<file path="src/rtl/grid_move_sched_pkg.sv">
// Shared encodings for the two-player tile move scheduler: FSM states,
// move directions, default grid size and the tile bit-index helper.
package grid_move_sched_pkg;

    localparam int unsigned HMAXTILE_DEF = 9;
    localparam int unsigned VMAXTILE_DEF = 5;

    localparam logic [1:0] ST_IDLE   = 2'd0;
    localparam logic [1:0] ST_ARB    = 2'd1;
    localparam logic [1:0] ST_CHECK  = 2'd2;
    localparam logic [1:0] ST_COMMIT = 2'd3;

    typedef enum logic [1:0] {
        DIR_L = 2'd0,
        DIR_R = 2'd1,
        DIR_D = 2'd2,
        DIR_U = 2'd3
    } dir_e;

    // Row-major walkable-map index; rows grow downward.
    function automatic int unsigned tile_idx(input int unsigned hmax,
                                             input logic [4:0]  h,
                                             input logic [4:0]  v);
        return (hmax + 32'd1) * 32'(v) + 32'(h);
    endfunction

endpackage

</file>
<file path="src/rtl/grid_move_sched_if.sv">
// Request/position bundle between keyboard decoder, scheduler and renderer.
// Requests are level-held by the decoder; moved/blocked are single-cycle pulses.
interface grid_move_sched_if #(
    parameter int unsigned HMAXTILE = 9,
    parameter int unsigned VMAXTILE = 5
);
    localparam int unsigned NTILE = (HMAXTILE + 1) * (VMAXTILE + 1);

    logic [1:0]       req_l;
    logic [1:0]       req_r;
    logic [1:0]       req_d;
    logic [1:0]       req_u;
    logic [NTILE-1:0] walkAble;
    logic [3:0]       p0h;
    logic [3:0]       p0v;
    logic [3:0]       p1h;
    logic [3:0]       p1v;
    logic [1:0]       moved;
    logic [1:0]       blocked;
    logic             busy;
    logic [1:0]       dbg_state;
    logic             dbg_ptr;

    modport master (
        output req_l, req_r, req_d, req_u, walkAble,
        input  p0h, p0v, p1h, p1v, moved, blocked, busy, dbg_state, dbg_ptr
    );

    modport slave (
        input  req_l, req_r, req_d, req_u, walkAble,
        output p0h, p0v, p1h, p1v, moved, blocked, busy, dbg_state, dbg_ptr
    );

endinterface

</file>
<file path="src/rtl/grid_move_sched_move_cooldown.sv">
// Per-player move cooldown: loads on a committed move, counts down to zero
// and holds there; zero_o means the player may request again.
module grid_move_sched_move_cooldown #(
    parameter int unsigned CD_W      = 25,
    parameter int unsigned CD_CYCLES = 16777216
) (
    input  logic clk,
    input  logic rst,
    input  logic load_i,
    output logic zero_o
);
    logic [CD_W-1:0] cnt_q, cnt_d;

    always_comb begin
        cnt_d = cnt_q;
        if (load_i) begin
            cnt_d = CD_W'(CD_CYCLES);
        end else if (cnt_q != '0) begin
            cnt_d = cnt_q - 1'b1;
        end
    end

    always_ff @(posedge clk or negedge rst) begin
        if (!rst) begin
            cnt_q <= '0;
        end else begin
            cnt_q <= cnt_d;
        end
    end

    assign zero_o = (cnt_q == '0);

endmodule

</file>
<file path="src/rtl/grid_move_sched.sv">
// Two-player tile move scheduler: round-robin grant, one legality check
// (bounds, walkable map, other player) and commit, one move in flight.
module grid_move_sched
    import grid_move_sched_pkg::*;
#(
    parameter int unsigned HMAXTILE  = HMAXTILE_DEF,
    parameter int unsigned VMAXTILE  = VMAXTILE_DEF,
    parameter int unsigned CD_W      = 25,
    parameter int unsigned CD_CYCLES = 16777216
) (
    input  logic             clk,
    input  logic             rst,
    grid_move_sched_if.slave bus
);
    localparam int unsigned NTILE = (HMAXTILE + 1) * (VMAXTILE + 1);
    localparam int unsigned IDX_W = $clog2(NTILE);

    logic [1:0]      state_q, state_d;
    logic            ptr_q, ptr_d;
    logic            gnt_q, gnt_d;
    logic            legal_q, legal_d;
    dir_e            dir_q, dir_d;
    logic [1:0][3:0] ph_q, ph_d;
    logic [1:0][3:0] pv_q, pv_d;
    logic [1:0]      moved_q, moved_d;
    logic [1:0]      blocked_q, blocked_d;
    logic [1:0]      cd_zero, cd_load;
    logic [1:0]      req_any, elig;

    assign req_any = bus.req_l | bus.req_r | bus.req_d | bus.req_u;
    assign elig    = req_any & cd_zero;

    grid_move_sched_move_cooldown #(.CD_W(CD_W), .CD_CYCLES(CD_CYCLES)) u_cd0 (
        .clk    (clk),
        .rst    (rst),
        .load_i (cd_load[0]),
        .zero_o (cd_zero[0])
    );

    grid_move_sched_move_cooldown #(.CD_W(CD_W), .CD_CYCLES(CD_CYCLES)) u_cd1 (
        .clk    (clk),
        .rst    (rst),
        .load_i (cd_load[1]),
        .zero_o (cd_zero[1])
    );

    // Pointer's player wins if eligible; requests may have dropped since IDLE.
    logic arb_ok, arb_gnt;
    dir_e arb_dir;
    always_comb begin
        arb_ok  = 1'b1;
        arb_gnt = ptr_q;
        if (!elig[ptr_q]) begin
            arb_gnt = ~ptr_q;
            arb_ok  = elig[~ptr_q];
        end
        arb_dir = DIR_U;
        if (bus.req_l[arb_gnt])      arb_dir = DIR_L;
        else if (bus.req_r[arb_gnt]) arb_dir = DIR_R;
        else if (bus.req_d[arb_gnt]) arb_dir = DIR_D;
    end

    // 5-bit target so stepping off the 0 edge lands at 31, never wraps in range.
    logic [4:0]       cur_h, cur_v, th, tv;
    logic             in_range, walk_ok, occupied;
    logic [IDX_W-1:0] tidx;
    always_comb begin
        cur_h = {1'b0, ph_q[gnt_q]};
        cur_v = {1'b0, pv_q[gnt_q]};
        th    = cur_h;
        tv    = cur_v;
        case (dir_q)
            DIR_L:   th = cur_h - 5'd1;
            DIR_R:   th = cur_h + 5'd1;
            DIR_D:   tv = cur_v + 5'd1;
            DIR_U:   tv = cur_v - 5'd1;
            default: th = cur_h;
        endcase
        in_range = (th <= 5'(HMAXTILE)) && (tv <= 5'(VMAXTILE));
        tidx     = in_range ? IDX_W'(tile_idx(HMAXTILE, th, tv)) : '0;
        walk_ok  = in_range && bus.walkAble[tidx];
        occupied = (th == {1'b0, ph_q[~gnt_q]}) && (tv == {1'b0, pv_q[~gnt_q]});
    end

    always_comb begin
        state_d   = state_q;
        ptr_d     = ptr_q;
        gnt_d     = gnt_q;
        dir_d     = dir_q;
        legal_d   = legal_q;
        ph_d      = ph_q;
        pv_d      = pv_q;
        moved_d   = '0;
        blocked_d = '0;
        cd_load   = '0;
        case (state_q)
            ST_IDLE: begin
                if (|elig) state_d = ST_ARB;
            end
            ST_ARB: begin
                if (arb_ok) begin
                    gnt_d   = arb_gnt;
                    dir_d   = arb_dir;
                    ptr_d   = ~arb_gnt;
                    state_d = ST_CHECK;
                end else begin
                    state_d = ST_IDLE;
                end
            end
            ST_CHECK: begin
                legal_d = walk_ok && !occupied;
                state_d = ST_COMMIT;
            end
            ST_COMMIT: begin
                // Positions are unchanged since CHECK, so th/tv still hold the target.
                if (legal_q) begin
                    ph_d[gnt_q]    = th[3:0];
                    pv_d[gnt_q]    = tv[3:0];
                    moved_d[gnt_q] = 1'b1;
                    cd_load[gnt_q] = 1'b1;
                end else begin
                    blocked_d[gnt_q] = 1'b1;
                end
                state_d = ST_IDLE;
            end
            default: state_d = ST_IDLE;
        endcase
    end

    always_ff @(posedge clk or negedge rst) begin
        if (!rst) begin
            state_q   <= ST_IDLE;
            ptr_q     <= 1'b0;
            gnt_q     <= 1'b0;
            dir_q     <= DIR_L;
            legal_q   <= 1'b0;
            ph_q[0]   <= 4'd0;
            pv_q[0]   <= 4'd0;
            ph_q[1]   <= 4'(HMAXTILE);
            pv_q[1]   <= 4'(VMAXTILE);
            moved_q   <= '0;
            blocked_q <= '0;
        end else begin
            state_q   <= state_d;
            ptr_q     <= ptr_d;
            gnt_q     <= gnt_d;
            dir_q     <= dir_d;
            legal_q   <= legal_d;
            ph_q      <= ph_d;
            pv_q      <= pv_d;
            moved_q   <= moved_d;
            blocked_q <= blocked_d;
        end
    end

    assign bus.p0h       = ph_q[0];
    assign bus.p0v       = pv_q[0];
    assign bus.p1h       = ph_q[1];
    assign bus.p1v       = pv_q[1];
    assign bus.moved     = moved_q;
    assign bus.blocked   = blocked_q;
    assign bus.busy      = (state_q != ST_IDLE);
    assign bus.dbg_state = state_q;
    assign bus.dbg_ptr   = ptr_q;

endmodule

</file>
<file path="src/flat_wrapper.sv">
// flat-port wrapper written by rule: the top's interface ports become plain ports
module grid_move_sched_flat import grid_move_sched_pkg::*;
#(
    parameter int unsigned HMAXTILE  = HMAXTILE_DEF,
    parameter int unsigned VMAXTILE  = VMAXTILE_DEF,
    parameter int unsigned CD_W      = 25,
    parameter int unsigned CD_CYCLES = 16777216
)
  (clk, rst, bus_req_l, bus_req_r, bus_req_d, bus_req_u, bus_walkAble, bus_p0h, bus_p0v, bus_p1h, bus_p1v, bus_moved, bus_blocked, bus_busy, bus_dbg_state, bus_dbg_ptr);
  grid_move_sched_if #(.HMAXTILE(HMAXTILE), .VMAXTILE(VMAXTILE)) bus_i ();
  input  logic clk;
  input  logic rst;
  input wire logic [$bits(bus_i.req_l)-1:0] bus_req_l;
  input wire logic [$bits(bus_i.req_r)-1:0] bus_req_r;
  input wire logic [$bits(bus_i.req_d)-1:0] bus_req_d;
  input wire logic [$bits(bus_i.req_u)-1:0] bus_req_u;
  input wire logic [$bits(bus_i.walkAble)-1:0] bus_walkAble;
  output wire logic [$bits(bus_i.p0h)-1:0] bus_p0h;
  output wire logic [$bits(bus_i.p0v)-1:0] bus_p0v;
  output wire logic [$bits(bus_i.p1h)-1:0] bus_p1h;
  output wire logic [$bits(bus_i.p1v)-1:0] bus_p1v;
  output wire logic [$bits(bus_i.moved)-1:0] bus_moved;
  output wire logic [$bits(bus_i.blocked)-1:0] bus_blocked;
  output wire logic [$bits(bus_i.busy)-1:0] bus_busy;
  output wire logic [$bits(bus_i.dbg_state)-1:0] bus_dbg_state;
  output wire logic [$bits(bus_i.dbg_ptr)-1:0] bus_dbg_ptr;
  assign bus_i.req_l = bus_req_l;
  assign bus_i.req_r = bus_req_r;
  assign bus_i.req_d = bus_req_d;
  assign bus_i.req_u = bus_req_u;
  assign bus_i.walkAble = bus_walkAble;
  assign bus_p0h = bus_i.p0h;
  assign bus_p0v = bus_i.p0v;
  assign bus_p1h = bus_i.p1h;
  assign bus_p1v = bus_i.p1v;
  assign bus_moved = bus_i.moved;
  assign bus_blocked = bus_i.blocked;
  assign bus_busy = bus_i.busy;
  assign bus_dbg_state = bus_i.dbg_state;
  assign bus_dbg_ptr = bus_i.dbg_ptr;
  grid_move_sched #(.HMAXTILE(HMAXTILE), .VMAXTILE(VMAXTILE), .CD_W(CD_W), .CD_CYCLES(CD_CYCLES)) u_core (.clk(clk), .rst(rst), .bus(bus_i));
endmodule
</file>
<file path="config.mk">
export PLATFORM = sky130hd
export DESIGN_NAME = grid_move_sched_flat
export DESIGN_NICKNAME = d
export VERILOG_FILES = /design/src/rtl/grid_move_sched_pkg.sv /design/src/rtl/grid_move_sched_if.sv /design/src/rtl/grid_move_sched_move_cooldown.sv /design/src/rtl/grid_move_sched.sv /design/src/flat_wrapper.sv
export SDC_FILE = /design/constraint.sdc
export NUM_CORES = 1
export LEC_CHECK = 0
export ABC_AREA = 1
export CORE_MARGIN = 1
export CORE_UTILIZATION = 40
export CTS_BUF_LIST = sky130_fd_sc_hd__clkbuf_2 sky130_fd_sc_hd__clkbuf_4 sky130_fd_sc_hd__clkbuf_8
export CTS_CLUSTER_DIAMETER = 200
export DETAILED_ROUTE_END_ITERATION = 6
export PLACE_DENSITY = 0.71
export SETUP_SLACK_MARGIN = 0.02
export SLEW_MARGIN = 20
export SYNTH_ARGS = -nofsm -noshare
export SYNTH_HDL_FRONTEND = slang
export SYNTH_HIERARCHICAL = 1
export SYNTH_SLANG_ARGS = --single-unit
</file>
<file path="constraint.sdc">
create_clock -name clk -period 4.41 [get_ports clk]
set_clock_uncertainty 0.05 [all_clocks]
set_input_delay 1.323 -clock clk [delete_from_list [all_inputs] [get_ports clk]]
set_output_delay 1.323 -clock clk [all_outputs]
set_load 0.05 [all_outputs]
</file>
## Word level (Yosys, flattened, before mapping)

Cells that the tools add are included.

| word-level totals | value |
|---|---|
| register bits | 77 |

| operators by class | value |
|---|---|
| add/subtract/negate cells | 7 |
| multiply operators | 1 |
| order comparisons | 9 |
| equal/unequal tests | 9 |
| mux-type cells | 45 |
| bitwise operators | 7 |
| reduce and logical (&&, ||, !) cells | 18 |

Operators with widths:

| cell | count |
|---|---|
| $mux 25 | 4 |
| $logic_not 25->1 | 2 |
| $reduce_bool 25->1 | 2 |
| $sub 25x1->25 const B | 2 |
| $mux 4 | 9 |
| $pmux 5 s2 | 2 |
| $bwmux 8 | 2 |
| $mux 2 | 8 |
| $mux 1 | 15 |
| $add 4x1->5 const B | 2 |
| $eq 5x4->1 | 2 |
| $lt 1x2->1 const B | 5 |
| $sub 4x1->5 const B | 2 |
| $eq 2x2->1 const B | 4 |
| $pmux 2 s4 | 1 |
| $lt 6x7->1 const B | 1 |
| $add 6x5->6 | 1 |
| $bmux 1 s6 | 1 |
| $mux 6 | 1 |
| $or 2x2->2 | 3 |
| $reduce_bool 2->1 | 3 |
| $le 5x3->1 const B | 1 |
| $le 5x4->1 const B | 1 |
| $logic_and 1x1->1 | 5 |
| 12 further kinds | 17 |

## Depth between registers and ports, before layout

Gate-level depths: netlist (run 1).

| logic depth | value |
|---|---|
| word-level depth | 12 |
| depth in mapped cells | 29 |

## Modules after synthesis

The synthesis (run 1) kept the hierarchy.

By module, submodules not included:

| module | instances | cells an instance | area each (µm²) | seq. area each (µm²) |
|---|---|---|---|---|
| grid_move_sched_move_cooldown | 2 | 240 | 1,717.9 | 625.6 |
| grid_move_sched | 1 | 462 | 2,921.6 | 680.7 |

## Least setup slack after synthesis (run 1)

OpenSTA, ideal clock, no wires.

| path | value |
|---|---|
| path kind | register to register |
| start | register u_core.pv_q, in the netlist u_core/bus.p1v[2] |
| end | register u_core.legal_q |
| library setup time | 0.117 ns |
| arrival time | 3.536 ns |
| data required time | 4.243 ns |
| setup slack | 0.707 ns |
| cell stages (with the launch flop) | 23 |
| buffers on the path | 1 |
| period minus slack after synthesis | 3.703 ns |
| cell sequence | dfstp_2 -> nand2_1 -> nand2_2 -> ha_1 -> nand3_1 -> nand2_1 -> inv_1 -> o21ai_0 -> nand2_1 -> nand3_1 -> nand2_4 -> buf_2 -> inv_1 -> ha_1 -> ha_1 -> ha_1 -> a21oi_1 -> o21ai_0 -> xnor2_1 -> xnor2_1 -> nand2_1 -> nand3_1 -> nand2_1 |

| between the ends | value |
|---|---|
| word-level cells in the longest chain between the ends | 11 |

Ends and longest elaborated chain:

| item | RTL line | RTL |
|---|---|---|
| from (decl) | grid_move_sched.sv:24 | `logic [1:0][3:0] pv_q, pv_d;` |
| from (signal assigned) | grid_move_sched.sv:150 | `pv_q <= pv_d;` |
| $mux 4 (implied by the code) (*) (2 in a row) | grid_move_sched.sv:69 | `cur_v = {1'b0, pv_q[gnt_q]};` |
| $sub 4x1->5 or $add 4x1->5 (tied branches) | grid_move_sched.sv:76, grid_move_sched.sv:75 |  |
| $pmux 5 s2 (*) | grid_move_sched.sv:72 | `case (dir_q)` |
| named net u_core.tv[3] | grid_move_sched.sv:64 | `logic [4:0] cur_h, cur_v, th, tv;` |
| $mul 3x5->5 or $le 5x3->1 (tied branches) | grid_move_sched_pkg.sv:24, grid_move_sched.sv:79 |  |
| $add 6x5->6 or $logic_and 1x1->1 (tied branches) | grid_move_sched_pkg.sv:24, grid_move_sched.sv:79 |  |
| $mux 6 | grid_move_sched.sv:80 | `tidx = in_range ? IDX_W'(tile_idx(HMAXTILE, th, tv)) : '0;` |
| $bmux 1 s6 | grid_move_sched.sv:81 | `walk_ok = in_range && bus.walkAble[tidx];` |
| $mux 1 (implied by the code) | grid_move_sched.sv:81 |  |
| $logic_and 1x1->1 | grid_move_sched.sv:81 |  |
| $logic_and 1x1->1 (*) | grid_move_sched.sv:111 | `legal_d = walk_ok && !occupied;` |
| to (signal assigned) | grid_move_sched.sv:148 | `legal_q <= legal_d;` |
| to (decl) | grid_move_sched.sv:21 | `logic legal_q, legal_d;` |

The timed path passes the listed nets; every way through them passes the cells marked *. The select of a mux whose other input is x is not followed.
A chain may end at the register's enable or synchronous reset.

## Worst setup path after layout (run 1)

| path | value |
|---|---|
| start | register u_core.gnt_q |
| end | register u_core.legal_q |

| between the ends | value |
|---|---|
| word-level cells in the longest chain between the ends | 11 |

Ends and longest elaborated chain:

| item | RTL line | RTL |
|---|---|---|
| from (decl) | grid_move_sched.sv:20 | `logic gnt_q, gnt_d;` |
| from (signal assigned) | grid_move_sched.sv:146 | `gnt_q <= gnt_d;` |
| $mux 4 (implied by the code) (*) (2 in a row) | grid_move_sched.sv:68 | `cur_h = {1'b0, ph_q[gnt_q]};` |
| $add 4x1->5 or $sub 4x1->5 (tied branches) | grid_move_sched.sv:74, grid_move_sched.sv:73 |  |
| $pmux 5 s2 (*) | grid_move_sched.sv:72 |  |
| named net u_core.th[1] | grid_move_sched.sv:64 |  |
| $le 5x4->1 | grid_move_sched.sv:79 | `in_range = (th <= 5'(HMAXTILE)) && (tv <= 5'(VMAXTILE));` |
| $logic_and 1x1->1 | grid_move_sched.sv:79 |  |
| $mux 6 | grid_move_sched.sv:80 |  |
| $bmux 1 s6 | grid_move_sched.sv:81 |  |
| $mux 1 (implied by the code) | grid_move_sched.sv:81 |  |
| $logic_and 1x1->1 | grid_move_sched.sv:81 |  |
| $logic_and 1x1->1 (*) | grid_move_sched.sv:111 |  |

Marks and branches as above.

==> Flow_metrics.wiki, run 1 <==
{| class="wikitable"
! Metric !! Value
|-
| Run status || complete, no violations
|-
| Detailed-route via count || around 6100
|-
| Setup violators final || 0
|-
| Most frequent cell after synthesis || sky130_fd_sc_hd__nand2_1
|-
| Insertion delay of the later-clocked pin in the worst-skew pair || between 0.3 and 0.4 ns
|-
| Horizontal die dimension || 128 um
|-
| Fmax || 255 MHz
|-
| Syn. warnings || 6
|-
| Starting density of the core || 0.414
|-
| Switching Fraction || 0.526
|-
| Dominant synthesized flop cell || sky130_fd_sc_hd__dfrtp_1
|-
| Part of the power in combinational logic || 0.638
|-
| Buffer cell driving the clock tree root || sky130_fd_sc_hd__clkbuf_8
|-
| Unique cell type count in the Yosys netlist || 43
|-
| Cell types with the highest counts after synthesis || 298 x sky130_fd_sc_hd__nand2_1, 120 x sky130_fd_sc_hd__inv_1, 107 x sky130_fd_sc_hd__nand3_1, 81 x sky130_fd_sc_hd__nor2_1, 73 x sky130_fd_sc_hd__dfrtp_1
|-
| Post-synth design cell area || approximately 0.0064 sq mm
|-
| Kind of start point of the critical path || flop
|-
| Number of nets still failing antenna checks after routing || 0
|-
| Fraction of final layout cells sized beyond drive strength 1 || 0.124
|-
| Main area contributors after synthesis || sky130_fd_sc_hd__dfrtp_1 29%, sky130_fd_sc_hd__nand2_1 18%, sky130_fd_sc_hd__nand3_1 8.4%, sky130_fd_sc_hd__inv_1 7.1%, sky130_fd_sc_hd__nor2_1 4.8%
|-
| Via density per instance || 4.94
|-
| CTS tree || yes
|-
| Minimum hold slack || ~0.47 ns
|-
| Number of iterations in the first detailed-routing pass || 5
|-
| Post-detailed-route DRC marker count || 0
|-
| All-layer global routing usage || 0.206
|-
| Largest fanout on the critical path || 12
|-
| RSZ-0062 raised after global routing || no
|-
| Net Count, Synth || 1030
|-
| Critical path capture point type || flop
|-
| Power density over the cells || a little over 700 mW/mm^2
|-
| Total gr overflow || 0
|-
| Time the final worst path needs with I/O delays and setup || roughly 3.9 ns
|-
| Fraction of the mapped netlist area in simple logic gates || 0.486
|-
| # resized after CTS || 0
|-
| CTS HTree Levels || 3
|-
| Worst-case vdd ir drop || roughly 0.00035 V
|-
| Number of DRC markers in iteration 0 || ~380
|-
| Global-route wire length before repair || between 20 and 30 mm
|-
| Synth top area share || 0.287
|-
| Die Outline Area || 0.0164 sq mm
|-
| Number of rows in the core area || 45
|-
| Antenna Cells || 0
|-
| Slew HR || 0.447
|-
| Cts bufs inserted || 9
|-
| Switching power || between 2 and 3 mW
|-
| I/O pin count || 94
|-
| Share of the synthesized area in compound gates (AO/OA/AOI/OAI) || 0.0435
|-
| Half-perimeter wire length after detailed placement || around 12 mm
|-
| Clock slew at the register clock pins of the worst setup and hold paths || roughly 0.09 ns
|-
| Synth area leader || sky130_fd_sc_hd__dfrtp_1
|-
| Input/output buffers || 93
|-
| Placeable core area || between 0.015 and 0.02 sq mm
|-
| Number of maximum-capacitance violations || 0
|-
| Synthesis-to-finish area growth || 20.4%
|-
| DIE HEIGHT || ~130 um
|-
| Setup CP Type || flop to flop
|-
| Global placer's final weighted congestion || roughly 0.89
|-
| Total power || around 5.5 mW
|-
| Dominant combinational cell family by area after synthesis || simple AND/OR/NAND/NOR gates
|-
| EDFF count, synth || 0
|-
| # Post-CTS Setup Buffers || 0
|-
| Share of the clock period used by the worst path after layout || 0.888
|-
| FFs w/ async S/R, synth || 1.00
|-
| XOR/XNOR Fraction of Synth Area || 0.0260
|-
| Count of hold-fix buffers inserted at cts || 0
|-
| Internal power summed over all cells || ~2.6 mW
|-
| Post-Synthesis Mean Instance Area || between 6 and 7 sq um
|-
| Flop pwr share || 0.240
|-
| Max Transition Viols Final || 0
|-
| Number of global-route vias before repair || roughly 5600
|-
| Maximum number of pins on one net before global-route repair || between 70 and 80
|-
| DR WL/cell || approximately 13 um
|-
| Worst path arrival time || ~4.1 ns
|-
| Number of buffers between clock root and the deepest sink || 2
|-
| Clock sink total || between 70 and 80
|-
| Final WL || between 15 and 20 mm
|-
| Worst min-delay path category || flop to flop
|-
| Hold Violations, Final || 0
|-
| Final total negative setup slack || 0 ns
|-
| Data required, critical path || roughly 4.6 ns
|-
| Mux contribution to synthesized area || 0.00315
|-
| Sequential share of the synthesized area || 0.304
|-
| Slew of the pin with the lowest slew margin || 0.829 ns
|-
| Mapped Cells || roughly 940
|-
| Initial antenna violation count || 0
|-
| Net count, final || about 1100
|-
| LEAKAGE || 3.77 nW
|-
| Register bit count reported by yosys || between 70 and 80
|-
| Post-Synth Adder-Cell Area || 0.0378
|-
| Clock network fraction of design power || 0.122
|}
-- critical path: stages (launching register included) --
cell and delay, ns:
sky130_fd_sc_hd__dfrtp_1 0.59, sky130_fd_sc_hd__buf_4 0.25, sky130_fd_sc_hd__o21a_1 0.15, sky130_fd_sc_hd__inv_1 0.07, sky130_fd_sc_hd__fa_1 0.45, sky130_fd_sc_hd__or2_2 0.27
sky130_fd_sc_hd__nand2_1 0.16, sky130_fd_sc_hd__inv_1 0.10, sky130_fd_sc_hd__ha_1 0.22, sky130_fd_sc_hd__inv_1 0.07, sky130_fd_sc_hd__fa_1 0.40, sky130_fd_sc_hd__inv_1 0.10
sky130_fd_sc_hd__nand3_4 0.13, sky130_fd_sc_hd__nand2_1 0.12, sky130_fd_sc_hd__inv_2 0.07, sky130_fd_sc_hd__nand3_1 0.07, sky130_fd_sc_hd__nand2_1 0.05, sky130_fd_sc_hd__nand2_1 0.05
sky130_fd_sc_hd__nand2_1 0.06, sky130_fd_sc_hd__nor2_1 0.08, sky130_fd_sc_hd__nand2_1 0.05, sky130_fd_sc_hd__nand2_1 0.07, sky130_fd_sc_hd__nand2_1 0.05, sky130_fd_sc_hd__nand3_1 0.07
sky130_fd_sc_hd__nand2_1 0.05
-- cells by family (layout without fill, tap and decap cells) --
kind of cell    count (synthesis)  after routing
simple gates                  633            633
buf+inv                       147            237
flops                          77             77
compound gates                 47             47
fa+ha+maj                      18             18
xor+xnor                       18             18
mux                             2              2
-- through the flow --
step	setup WS [ns]	instances	util	cell area, sq um
4_1_cts	0.512	1243	0.498	7650
6_report	0.494	1243	0.498	7650
5_1_grt	0.0473	1243	0.498	7650
3_5_place_dp	0.526	1227	0.482	7410
3_3_place_gp	0.591	1227	0.482	7410
2_1_floorplan	0.707	942	-	6360
-- cell type report --
cell class	instances	area (sq um)
inverters	125	469
fillers	1514	7720
clock inverters	6	111
flip-flops and latches	77	1930
clock buffers	10	131
well taps	211	264
multi-input cells	718	3790
repair buffers	96	955
-- path summary, 6_finish.rpt --
kind | depth (start not counted) | to | slack (ns) | from
max | 24 | u_core/legal_q | 0.49 | u_core/gnt_q
min | 2 | u_core/bus.p1v[0] | 0.47 | u_core/bus.p1v[0]
max reg2reg | 24 | u_core/legal_q | 0.49 | u_core/gnt_q
min reg2reg | 2 | u_core/bus.p1v[0] | 0.47 | u_core/bus.p1v[0]
max in group asynchronous | 1 | u_core/dir_q[0] | 2.87 | rst
min in group asynchronous | 1 | u_core/dir_q[1] | 0.94 | rst
-- power groups by stage --
| stage | sequential (mW) | clock [mW] | combinational (mW) |
|---|---|---|---|
| final | 1.31 | 0.669 | 3.49 |
| after global placement | 1.31 | 0 | 3.43 |
| after CTS | 1.31 | 0.687 | 3.50 |
| after floorplan | 1.32 | 0 | 2.84 |
| after global routing | 1.36 | 0.719 | 4.00 |
| after detailed placement | 1.32 | 0 | 3.49 |
-- state kept, by name (all words and copies together), names as in the netlist, named ones only --
signal,count
u_core/dir_q,2
u_core/bus.moved,2
u_core/legal_q,1
u_core/bus.dbg_ptr,1
u_core/bus.p1v,4
u_core/bus.p0h,4
u_core/u_cd1/cnt_q,25
u_core/bus.dbg_state,1
u_core/bus.p1h,4
u_core/gnt_q,1
u_core/bus.p0v,4
u_core/u_cd0/cnt_q,25
u_core/bus.blocked,2
-- cell usage in the layout, fill, tap and decap left out, types with 3 or more instances in the layout --
cell                              netlist  routed
sky130_fd_sc_hd__dfstp_2                4       4
sky130_fd_sc_hd__nor3_2                 4       4
sky130_fd_sc_hd__clkdlybuf4s50_1        0      92
sky130_fd_sc_hd__nor2_4                17      17
sky130_fd_sc_hd__nand3_1              107     107
sky130_fd_sc_hd__dfrtp_1               73      73
sky130_fd_sc_hd__bufinv_16              0       3
sky130_fd_sc_hd__nand2_1              298     298
sky130_fd_sc_hd__or2_2                 12      12
sky130_fd_sc_hd__nor2_2                20      20
sky130_fd_sc_hd__inv_2                  5       5
sky130_fd_sc_hd__nand3_2                4       4
sky130_fd_sc_hd__nand3_4                3       3
sky130_fd_sc_hd__nand4_1               33      33
sky130_fd_sc_hd__inv_1                120     120
sky130_fd_sc_hd__clkbuf_8               0       9
sky130_fd_sc_hd__nand2_2               27      27
sky130_fd_sc_hd__xor2_1                10      10
sky130_fd_sc_hd__o21ai_0               26      26
sky130_fd_sc_hd__xnor2_1                7       7
sky130_fd_sc_hd__buf_4                  5       3
sky130_fd_sc_hd__a21oi_1               10      10
sky130_fd_sc_hd__ha_1                  16      16
sky130_fd_sc_hd__nor2_1                81      81
sky130_fd_sc_hd__nor3_1                16      16
-- metal layers --
| metal | global-route usage | share of wire |
|---|---|---|
| met3 | 0.0380 | 0.049 |
| met4 | 0.0519 | 0.0092 |
| met5 | 0 | 0 |
| met2 | 0.338 | 0.46 |
| met1 | 0.278 | 0.48 |
Power figures use the tool's default switching activity.
==> run 2, diff against run 1 <==
ABC_AREA = default   (was 1)
PLACE_DENSITY = 0.72   (was 0.71)
==> run 2 against run 1 <==
Combinational power is 11% higher. Flip-flop and latch count did not move. Final cell count is 29% lower. Clock-buffer cell count rose by 2. Fmax fell by 5.9%. Clock power decreased by 14%. Via count is 19% lower. Design area down 9.0%. Synthesized cell count is 35% lower. Area after synthesis fell by 13%. Core utilization is 2.2 points higher. Critical endpoint unchanged. Largest power group unchanged.
==> Flow_metrics.wiki, run 2 <==
{| class="wikitable"
! Metric !! Value
|-
| Run status || complete, no violations (unchanged)
|-
| Flop pwr share || 0.217 (was 0.240)
|-
| Largest registers || u_core/u_cd0/cnt_q x25, u_core/u_cd1/cnt_q x25 (unchanged)
|-
| Horizontal die dimension || 120 um (was 128 um)
|-
| Number of DRC markers in iteration 0 || 312 (was 378)
|-
| Fmax || 240 MHz (was 255 MHz)
|-
| Number of iterations in the first detailed-routing pass || 5 (unchanged)
|-
| Share of the synthesized area in compound gates (AO/OA/AOI/OAI) || 0.149 (was 0.0435)
|-
| Max Transition Viols Final || 0 (unchanged)
|-
| Synth top area share || 0.329 (was 0.287)
|-
| Reg2reg end || u_core/legal_q (unchanged)
|-
| Global placer's final weighted congestion || 0.888 (was 0.895)
|-
| Part of the power in combinational logic || 0.681 (was 0.638)
|-
| Initial antenna violation count || 0 (unchanged)
|-
| Synthesis-to-finish area growth || 25.3% (was 20.4%)
|-
| CTS tree || yes (unchanged)
|-
| Post-detailed-route DRC marker count || 0 (unchanged)
|-
| Met1 track demand over resource in global routing || 0.259 (was 0.278)
|-
| Mapped Cells || 617 (was 942)
|-
| DR WL/cell || 16.1 um (was 13.1 um)
|-
| FFs w/ async S/R, synth || 1.00 (unchanged)
|-
| Post-Synthesis Mean Instance Area || 9.01 sq um (was 6.75 sq um)
|-
| Setup violators final || 0 (unchanged)
|-
| Cts bufs inserted || 9 (unchanged)
|-
| Sequential share of the synthesized area || 0.348 (was 0.304)
|-
| Count of hold-fix buffers inserted at cts || 0 (unchanged)
|-
| DIE HEIGHT || 120 um (was 128 um)
|-
| Area occupied by multi-input gates || 0.00345 sq mm (was 0.00379 sq mm)
|-
| Number of buffers between clock root and the deepest sink || 2 (unchanged)
|-
| Number of maximum-capacitance violations || 0 (unchanged)
|-
| Total gr overflow || 0 (unchanged)
|-
| Internal power summed over all cells || 2.94 mW (was 2.59 mW)
|-
| Unique cell type count in the Yosys netlist || 75 (was 43)
|-
| Largest fanout on the critical path || 6 (was 12)
|-
| Setup CP Type || flop to flop (unchanged)
|-
| I/O pin count || 94 (unchanged)
|-
| All-layer global routing usage || 0.202 (was 0.206)
|-
| Register bit count reported by yosys || 77 (unchanged)
|-
| Worst min-delay path category || flop to flop (unchanged)
|-
| Antenna Cells || 0 (unchanged)
|-
| Critical path origin || u_core/gnt_q (unchanged)
|-
| Most common library cell in the layout ignoring fill and taps || sky130_fd_sc_hd__clkdlybuf4s50_1 (was sky130_fd_sc_hd__nand2_1)
|-
| Placeable core area || 0.0134 sq mm (was 0.0154 sq mm)
|-
| Switching Fraction || 0.483 (was 0.526)
|-
| Input/output buffers || 93 (unchanged)
|-
| RSZ-0062 raised after global routing || no (unchanged)
|-
| Buffer cell driving the clock tree root || sky130_fd_sc_hd__clkbuf_8 (unchanged)
|-
| Post-route core utilization || 0.520 (was 0.498)
|-
| Number of global-route vias before repair || 4943 (was 5564)
|-
| Number of nets still failing antenna checks after routing || 0 (unchanged)
|-
| Power density over the cells || 816 mW/mm^2 (was 715 mW/mm^2)
|-
| Crit path capture || u_core/legal_q (unchanged)
|-
| Share of the clock period used by the worst path after layout || 0.943 (was 0.888)
|-
| Number of inserted filler cells in the final layout || 1214 (was 1514)
|-
| Clock sink total || 77 (unchanged)
|-
| Commonest non-fill, non-tap cells in the layout || 92 x sky130_fd_sc_hd__clkdlybuf4s50_1, 72 x sky130_fd_sc_hd__dfrtp_1, 70 x sky130_fd_sc_hd__nor2_1, 53 x sky130_fd_sc_hd__nand2_1, 34 x sky130_fd_sc_hd__xnor2_1 (was 298 x sky130_fd_sc_hd__nand2_1, 120 x sky130_fd_sc_hd__inv_1, 107 x sky130_fd_sc_hd__nand3_1, 92 x sky130_fd_sc_hd__clkdlybuf4s50_1, 81 x sky130_fd_sc_hd__nor2_1)
|-
| Maximum number of pins on one net before global-route repair || 78 (unchanged)
|-
| Met2 routing resource usage after global routing || 0.341 (was 0.338)
|-
| Kind of start point of the critical path || flop (unchanged)
|-
| Slew HR || 0.354 (was 0.447)
|-
| Time the final worst path needs with I/O delays and setup || 4.16 ns (was 3.92 ns)
|-
| LEAKAGE || 2.89 nW (was 3.77 nW)
|-
| Half-perimeter wire length after detailed placement || 10.4 mm (was 12.2 mm)
|-
| Final WL || 14.2 mm (was 16.3 mm)
|-
| Synth area leader || sky130_fd_sc_hd__dfrtp_1 (unchanged)
|-
| Seq. cell area || 0.00193 sq mm (about the same)
|-
| Cell types with the highest counts after synthesis || 73 x sky130_fd_sc_hd__dfrtp_1, 70 x sky130_fd_sc_hd__nor2_1, 53 x sky130_fd_sc_hd__nand2_1, 35 x sky130_fd_sc_hd__xnor2_1, 30 x sky130_fd_sc_hd__o21ai_0 (was 298 x sky130_fd_sc_hd__nand2_1, 120 x sky130_fd_sc_hd__inv_1, 107 x sky130_fd_sc_hd__nand3_1, 81 x sky130_fd_sc_hd__nor2_1, 73 x sky130_fd_sc_hd__dfrtp_1)
|-
| Clock slew at the register clock pins of the worst setup and hold paths || 0.08 ns (was 0.09 ns)
|-
| Worst path arrival time || 4.40 ns (was 4.14 ns)
|-
| EDFF count, synth || 0 (unchanged)
|-
| CTS HTree Levels || 3 (unchanged)
|-
| Data required, critical path || 4.65 ns (was 4.64 ns)
|-
| Hold Violations, Final || 0 (unchanged)
|-
| Critical path capture point type || flop (unchanged)
|-
| Hold Crit Start || u_core/bus.p1h[3] (was u_core/bus.p1v[0])
|-
| Switching power || 2.74 mW (was 2.88 mW)
|-
| Syn. warnings || 6 (unchanged)
|-
| Clock network fraction of design power || 0.102 (was 0.122)
|-
| Dominant combinational cell family by area after synthesis || simple AND/OR/NAND/NOR gates (unchanged)
|-
| FF-to-FF path depth || 17 (was 24)
|-
| Insertion delay of the later-clocked pin in the worst-skew pair || 0.35 ns (was 0.38 ns)
|-
| Net count, final || 788 (was 1115)
|-
| XOR/XNOR Fraction of Synth Area || 0.0914 (was 0.0260)
|-
| Main area contributors after synthesis || sky130_fd_sc_hd__dfrtp_1 33%, sky130_fd_sc_hd__xnor2_1 5.5%, sky130_fd_sc_hd__nor2_1 4.7%, sky130_fd_sc_hd__xor2_1 3.6%, sky130_fd_sc_hd__ha_1 3.6% (was sky130_fd_sc_hd__dfrtp_1 29%, sky130_fd_sc_hd__nand2_1 18%, sky130_fd_sc_hd__nand3_1 8.4%, sky130_fd_sc_hd__inv_1 7.1%, sky130_fd_sc_hd__nor2_1 4.8%)
|-
| Number of rows in the core area || 42 (was 45)
|-
| Source of the worst register-to-register timing path || u_core/gnt_q (unchanged)
|-
| Worst-case vdd ir drop || 0.000459 V (was 0.000350 V)
|-
| Net Count, Synth || 705 (was 1030)
|-
| Register-to-register setup slack || 0.25 ns (was 0.49 ns)
|-
| Final total negative setup slack || 0 ns (unchanged)
|-
| Slew of the pin with the lowest slew margin || 0.969 ns (was 0.829 ns)
|-
| Most frequent cell after synthesis || sky130_fd_sc_hd__dfrtp_1 (was sky130_fd_sc_hd__nand2_1)
|-
| Fraction of final layout cells sized beyond drive strength 1 || 0.125 (was 0.124)
|-
| Detailed-route via count || 4992 (was 6140)
|-
| Fraction of the mapped netlist area in simple logic gates || 0.238 (was 0.486)
|-
| Post-synth design cell area || 0.00556 sq mm (was 0.00636 sq mm)
|-
| Die Outline Area || 0.0144 sq mm (was 0.0164 sq mm)
|-
| Global-route met3 utilization || 0.0428 (was 0.0380)
|-
| Global-route wire length before repair || 23.5 mm (was 26.9 mm)
|-
| Dominant synthesized flop cell || sky130_fd_sc_hd__dfrtp_1 (unchanged)
|-
| Gr busiest metal || met2 (unchanged)
|-
| Via density per instance || 5.67 (was 4.94)
|-
| Post-Synth Adder-Cell Area || 0.0432 (was 0.0378)
|-
| Starting density of the core || 0.415 (was 0.414)
|-
| Mux contribution to synthesized area || 0.0840 (was 0.00315)
|}
[run 2: critical path, stage by stage (launching register included)]
cell and delay [ns]:
sky130_fd_sc_hd__dfrtp_2 0.42, sky130_fd_sc_hd__mux2i_4 0.28, sky130_fd_sc_hd__inv_2 0.10, sky130_fd_sc_hd__ha_4 0.26, sky130_fd_sc_hd__and3_1 0.18, sky130_fd_sc_hd__o311a_1 0.29, sky130_fd_sc_hd__or4_4 0.46, sky130_fd_sc_hd__inv_1 0.09
sky130_fd_sc_hd__ha_1 0.26, sky130_fd_sc_hd__ha_4 0.26, sky130_fd_sc_hd__ha_4 0.29, sky130_fd_sc_hd__a21oi_4 0.06, sky130_fd_sc_hd__xnor2_2 0.14, sky130_fd_sc_hd__xnor2_1 0.20, sky130_fd_sc_hd__xnor2_1 0.16, sky130_fd_sc_hd__o2111ai_1 0.16
sky130_fd_sc_hd__a311oi_1 0.28, sky130_fd_sc_hd__a32o_1 0.16
[run 2: metrics by stage]
| step | power [mW] | setup slack, ns | cells | hold WS, ns | instance area [sq um] |
|---|---|---|---|---|---|
| floorplan | 4.01 | 0.194 | 617 | 0.423 | 5560 |
| global placement | 4.80 | 0.216 | 864 | 0.450 | 6650 |
| detailed placement | 4.90 | 0.0867 | 864 | 0.456 | 6650 |
| CTS | 5.51 | 0.0586 | 880 | 0.466 | 6870 |
| global route | 6.11 | 0.0504 | 881 | 0.495 | 6960 |
| finish | 5.68 | 0.251 | 881 | 0.467 | 6960 |
[run 2: cells by family after synthesis]
group,Yosys count
AND/OR/NAND/NOR,247
AO/OA/AOI/OAI,120
flip-flops,77
buffers and inverters,61
XOR/XNOR,58
multiplexers,36
adder cells (fa/ha/maj),18
[run 2: how the worst min path moves through the flow]
stage	end	cells after the start	slack, ns
after floorplan	u_core/bus.blocked[0]	1	0.42
after global placement	u_core/bus.p1v[2]	2	0.45
after detailed placement	u_core/bus.p1h[3]	2	0.46
after CTS	u_core/bus.p1h[3]	2	0.47
after global routing	u_core/bus.p1h[3]	2	0.50
final	u_core/bus.p1h[3]	2	0.47
[run 2: repair_timing]
| item | 4_1_cts | 5_1_grt |
|---|---|---|
| setup endpoints to repair | 0 | 1 |
| gates resized for setup | 0 | 14 |
| buffers inserted | 0 | 1 |
[run 2: power by group through the flow]
stage | sequential (mW) | clock, mW | combinational (mW)
after CTS | 1.22 | 0.597 | 3.69
final | 1.23 | 0.577 | 3.87
after global placement | 1.22 | 0 | 3.59
after global routing | 1.27 | 0.624 | 4.21
after floorplan | 1.28 | 0 | 2.73
after detailed placement | 1.23 | 0 | 3.67
[run 2: cell type report]
class | count | area share
Clock buffer | 12 | 0.0237
Tap cell | 176 | 0.0316
Clock inverter | 4 | 0.00791
Multi-Input combinational cell | 479 | 0.495
Timing Repair Buffer | 106 | 0.149
Inverter | 27 | 0.0146
Sequential cell | 77 | 0.278
[run 2: routing by layer]
metal	vias up	part of all wire
li1	2395	-
met1	2435	0.45
met2	141	0.48
met3	21	0.063
met4	0	0.017
met5	-	0
==> run 3, diff against run 2 <==
CELL_PAD_IN_SITES_DETAIL_PLACEMENT = 0   (was default)
CELL_PAD_IN_SITES_GLOBAL_PLACEMENT = 1   (was default)
CORE_UTILIZATION = 42   (was 40)
CTS_CLUSTER_SIZE = 12   (was default)
PLACE_DENSITY = 0.92   (was 0.72)
==> run 3 against run 2 <==
The run now ends with design-rule violations left. Critical path depth unchanged. Sequential share of layout area about the same. First-iteration DRC count decreased by 4.2%. Largest power group unchanged.
==> Flow_metrics.wiki, run 3 (synthesis results as in run 2) <==
{| class="wikitable"
! Metric !! Value
|-
| Total gr overflow || 0 (unchanged)
|-
| Initial antenna violation count || 0 (unchanged)
|-
| Clock sink total || 77 (unchanged)
|-
| Buffer cell driving the clock tree root || sky130_fd_sc_hd__clkbuf_8 (unchanged)
|-
| Worst path arrival time || 4.50 ns (was 4.40 ns)
|-
| Final std cell area, no fill || 0.00695 sq mm (was 0.00696 sq mm)
|-
| Filler-free cell count of the finished design || 880 (was 881)
|-
| Net count, final || 791 (was 788)
|-
| Clock slew at the register clock pins of the worst setup and hold paths || 0.08 ns (about the same)
|-
| Final worst setup slack || 0.164 ns (was 0.251 ns)
|-
| Placed cell count || 862 (was 864)
|-
| Via density per instance || 5.62 (was 5.67)
|-
| Area occupied by multi-input gates || 0.00344 sq mm (was 0.00345 sq mm)
|-
| Number of global-route vias before repair || 4711 (was 4943)
|-
| Share of the clock period used by the worst path after layout || 0.963 (was 0.943)
|-
| Largest fanout on the critical path || 6 (unchanged)
|-
| Input/output buffers || 93 (unchanged)
|-
| Setup violators final || 0 (unchanged)
|-
| Maximum number of pins on one net before global-route repair || 78 (unchanged)
|-
| Global placer's final weighted congestion || 0.898 (was 0.888)
|-
| Number of buffers between clock root and the deepest sink || 2 (unchanged)
|-
| Final WL || 14.4 mm (was 14.2 mm)
|-
| Cts bufs inserted || 9 (unchanged)
|-
| Largest registers || u_core/u_cd0/cnt_q x25, u_core/u_cd1/cnt_q x25 (unchanged)
|-
| Most common library cell in the layout ignoring fill and taps || sky130_fd_sc_hd__clkdlybuf4s50_1 (unchanged)
|-
| Commonest non-fill, non-tap cells in the layout || 92 x sky130_fd_sc_hd__clkdlybuf4s50_1, 73 x sky130_fd_sc_hd__dfrtp_1, 70 x sky130_fd_sc_hd__nor2_1, 53 x sky130_fd_sc_hd__nand2_1, 34 x sky130_fd_sc_hd__xnor2_1 (was 92 x sky130_fd_sc_hd__clkdlybuf4s50_1, 72 x sky130_fd_sc_hd__dfrtp_1, 70 x sky130_fd_sc_hd__nor2_1, 53 x sky130_fd_sc_hd__nand2_1, 34 x sky130_fd_sc_hd__xnor2_1)
|-
| Horizontal die dimension || 117 um (was 120 um)
|-
| Post-detailed-route DRC marker count || 1 (was 0)
|-
| Placeable core area || 0.0128 sq mm (was 0.0134 sq mm)
|-
| Worst min-delay path category || flop to flop (unchanged)
|-
| Slew HR || 0.297 (was 0.354)
|-
| Post-route core utilization || 0.544 (was 0.520)
|-
| Insertion delay of the later-clocked pin in the worst-skew pair || 0.36 ns (was 0.35 ns)
|-
| Slew of the pin with the lowest slew margin || 1.05 ns (was 0.969 ns)
|-
| Fmax || 236 MHz (was 240 MHz)
|-
| Hold Violations, Final || 0 (unchanged)
|-
| Run status || finished with violations (was complete, no violations)
|-
| Data required, critical path || 4.66 ns (was 4.65 ns)
|-
| Number of rows in the core area || 41 (was 42)
|-
| Number of nets still failing antenna checks after routing || 0 (unchanged)
|-
| Global-route wire length before repair || 23.1 mm (was 23.5 mm)
|-
| Failing checks || design-rule violations
|-
| Area post-placement || 0.00666 sq mm (was 0.00665 sq mm)
|-
| DIE HEIGHT || 117 um (was 120 um)
|-
| Synthesis-to-finish area growth || 25.1% (was 25.3%)
|-
| Number of iterations in the first detailed-routing pass || 7 (was 5)
|-
| Antenna Cells || 0 (unchanged)
|-
| Kind of start point of the critical path || flop (unchanged)
|-
| Number of DRC markers in iteration 0 || 299 (was 312)
|-
| Starting density of the core || 0.435 (was 0.415)
|-
| All-layer global routing usage || 0.217 (was 0.202)
|-
| DR WL/cell || 16.4 um (was 16.1 um)
|-
| Count of hold-fix buffers inserted at cts || 0 (unchanged)
|-
| Half-perimeter wire length after detailed placement || 10.5 mm (was 10.4 mm)
|-
| Worst-case vdd ir drop || 0.000403 V (was 0.000459 V)
|-
| LEAKAGE || 2.91 nW (was 2.89 nW)
|-
| Number of inserted filler cells in the final layout || 1081 (was 1214)
|-
| Setup CP Type || flop to flop (unchanged)
|-
| I/O pin count || 94 (unchanged)
|-
| Detailed-route via count || 4947 (was 4992)
|-
| Max Transition Viols Final || 0 (unchanged)
|-
| Number of maximum-capacitance violations || 0 (unchanged)
|-
| Placement-stage worst setup slack || 0.110 ns (was 0.0867 ns)
|-
| CTS HTree Levels || 3 (unchanged)
|-
| Register-to-register setup slack || 0.16 ns (was 0.25 ns)
|-
| Critical path capture point type || flop (unchanged)
|-
| Seq. cell area || 0.00193 sq mm (about the same)
|-
| Die Outline Area || 0.0137 sq mm (was 0.0144 sq mm)
|-
| Fraction of final layout cells sized beyond drive strength 1 || 0.126 (was 0.125)
|-
| CTS tree || yes (unchanged)
|-
| Power density over the cells || 824 mW/mm^2 (was 816 mW/mm^2)
|-
| Time the final worst path needs with I/O delays and setup || 4.25 ns (was 4.16 ns)
|}
-- run 3: area by class of cell --
| cell class | instances | area share |
|---|---|---|
| timing repair buffer | 109 | 0.152 |
| clock inverter | 3 | 0.00630 |
| multi-input combinational | 479 | 0.495 |
| clock buffer | 13 | 0.0239 |
| sequential | 77 | 0.278 |
| tap | 172 | 0.0309 |
| inverter | 27 | 0.0146 |
-- run 3: power breakdown --
group          internal [mW]  switching (mW)
combinational           1.69            2.25
sequential             0.960           0.273
clock                  0.305           0.252
-- run 3: critical path, stage by stage (launching register included) --
cell and delay [ns]:
sky130_fd_sc_hd__dfrtp_1 0.43, sky130_fd_sc_hd__mux2i_4 0.30, sky130_fd_sc_hd__inv_2 0.09, sky130_fd_sc_hd__ha_4 0.25
sky130_fd_sc_hd__and3_1 0.18, sky130_fd_sc_hd__o311a_1 0.29, sky130_fd_sc_hd__or4_4 0.47, sky130_fd_sc_hd__inv_1 0.08
sky130_fd_sc_hd__ha_1 0.23, sky130_fd_sc_hd__ha_1 0.35, sky130_fd_sc_hd__ha_4 0.31, sky130_fd_sc_hd__a21oi_4 0.06
sky130_fd_sc_hd__xnor2_2 0.13, sky130_fd_sc_hd__xnor2_1 0.14, sky130_fd_sc_hd__xnor2_1 0.23, sky130_fd_sc_hd__o2111ai_2 0.17
sky130_fd_sc_hd__a311oi_2 0.28, sky130_fd_sc_hd__a32o_1 0.15
-- run 3: repair_timing --
action / CTS / global route
gates resized for setup: 0 / 12
endpoints found under the hold margin: 0 / 0
setup endpoints to repair: 0 / 1
setup buffers: 0 / 2
-- run 3: metrics by stage --
| stage | power (mW) | TNS [ns] | hold WS, ns |
|---|---|---|---|
| after floorplan | 4.01 | 0 | 0.423 |
| after global placement | 4.81 | 0 | 0.444 |
| after detailed placement | 4.93 | 0 | 0.452 |
| after CTS | 5.52 | 0 | 0.463 |
| after global routing | 6.18 | -0.0197 | 0.505 |
| final | 5.73 | 0 | 0.465 |
-- run 3: path summary, 6_finish.rpt --
kind | start | cells past startpoint | endpoint
max | u_core/gnt_q | 17 | u_core/legal_q
min | u_core/bus.p1v[0] | 2 | u_core/bus.p1v[0]
max reg2reg | u_core/gnt_q | 17 | u_core/legal_q
min reg2reg | u_core/bus.p1v[0] | 2 | u_core/bus.p1v[0]
max in group asynchronous | rst | 1 | u_core/bus.p1h[2]
min in group asynchronous | rst | 1 | u_core/u_cd1/cnt_q[0]
-- run 3: routing by layer --
| metal | vias to the layer above | GRT usage | part of all wire |
|---|---|---|---|
| met5 | - | 0 | 0 |
| li1 | 2394 | - | - |
| met2 | 161 | 0.370 | 0.49 |
| met1 | 2380 | 0.279 | 0.44 |
| met3 | 12 | 0.0371 | 0.055 |
| met4 | 0 | 0.0700 | 0.0097 |
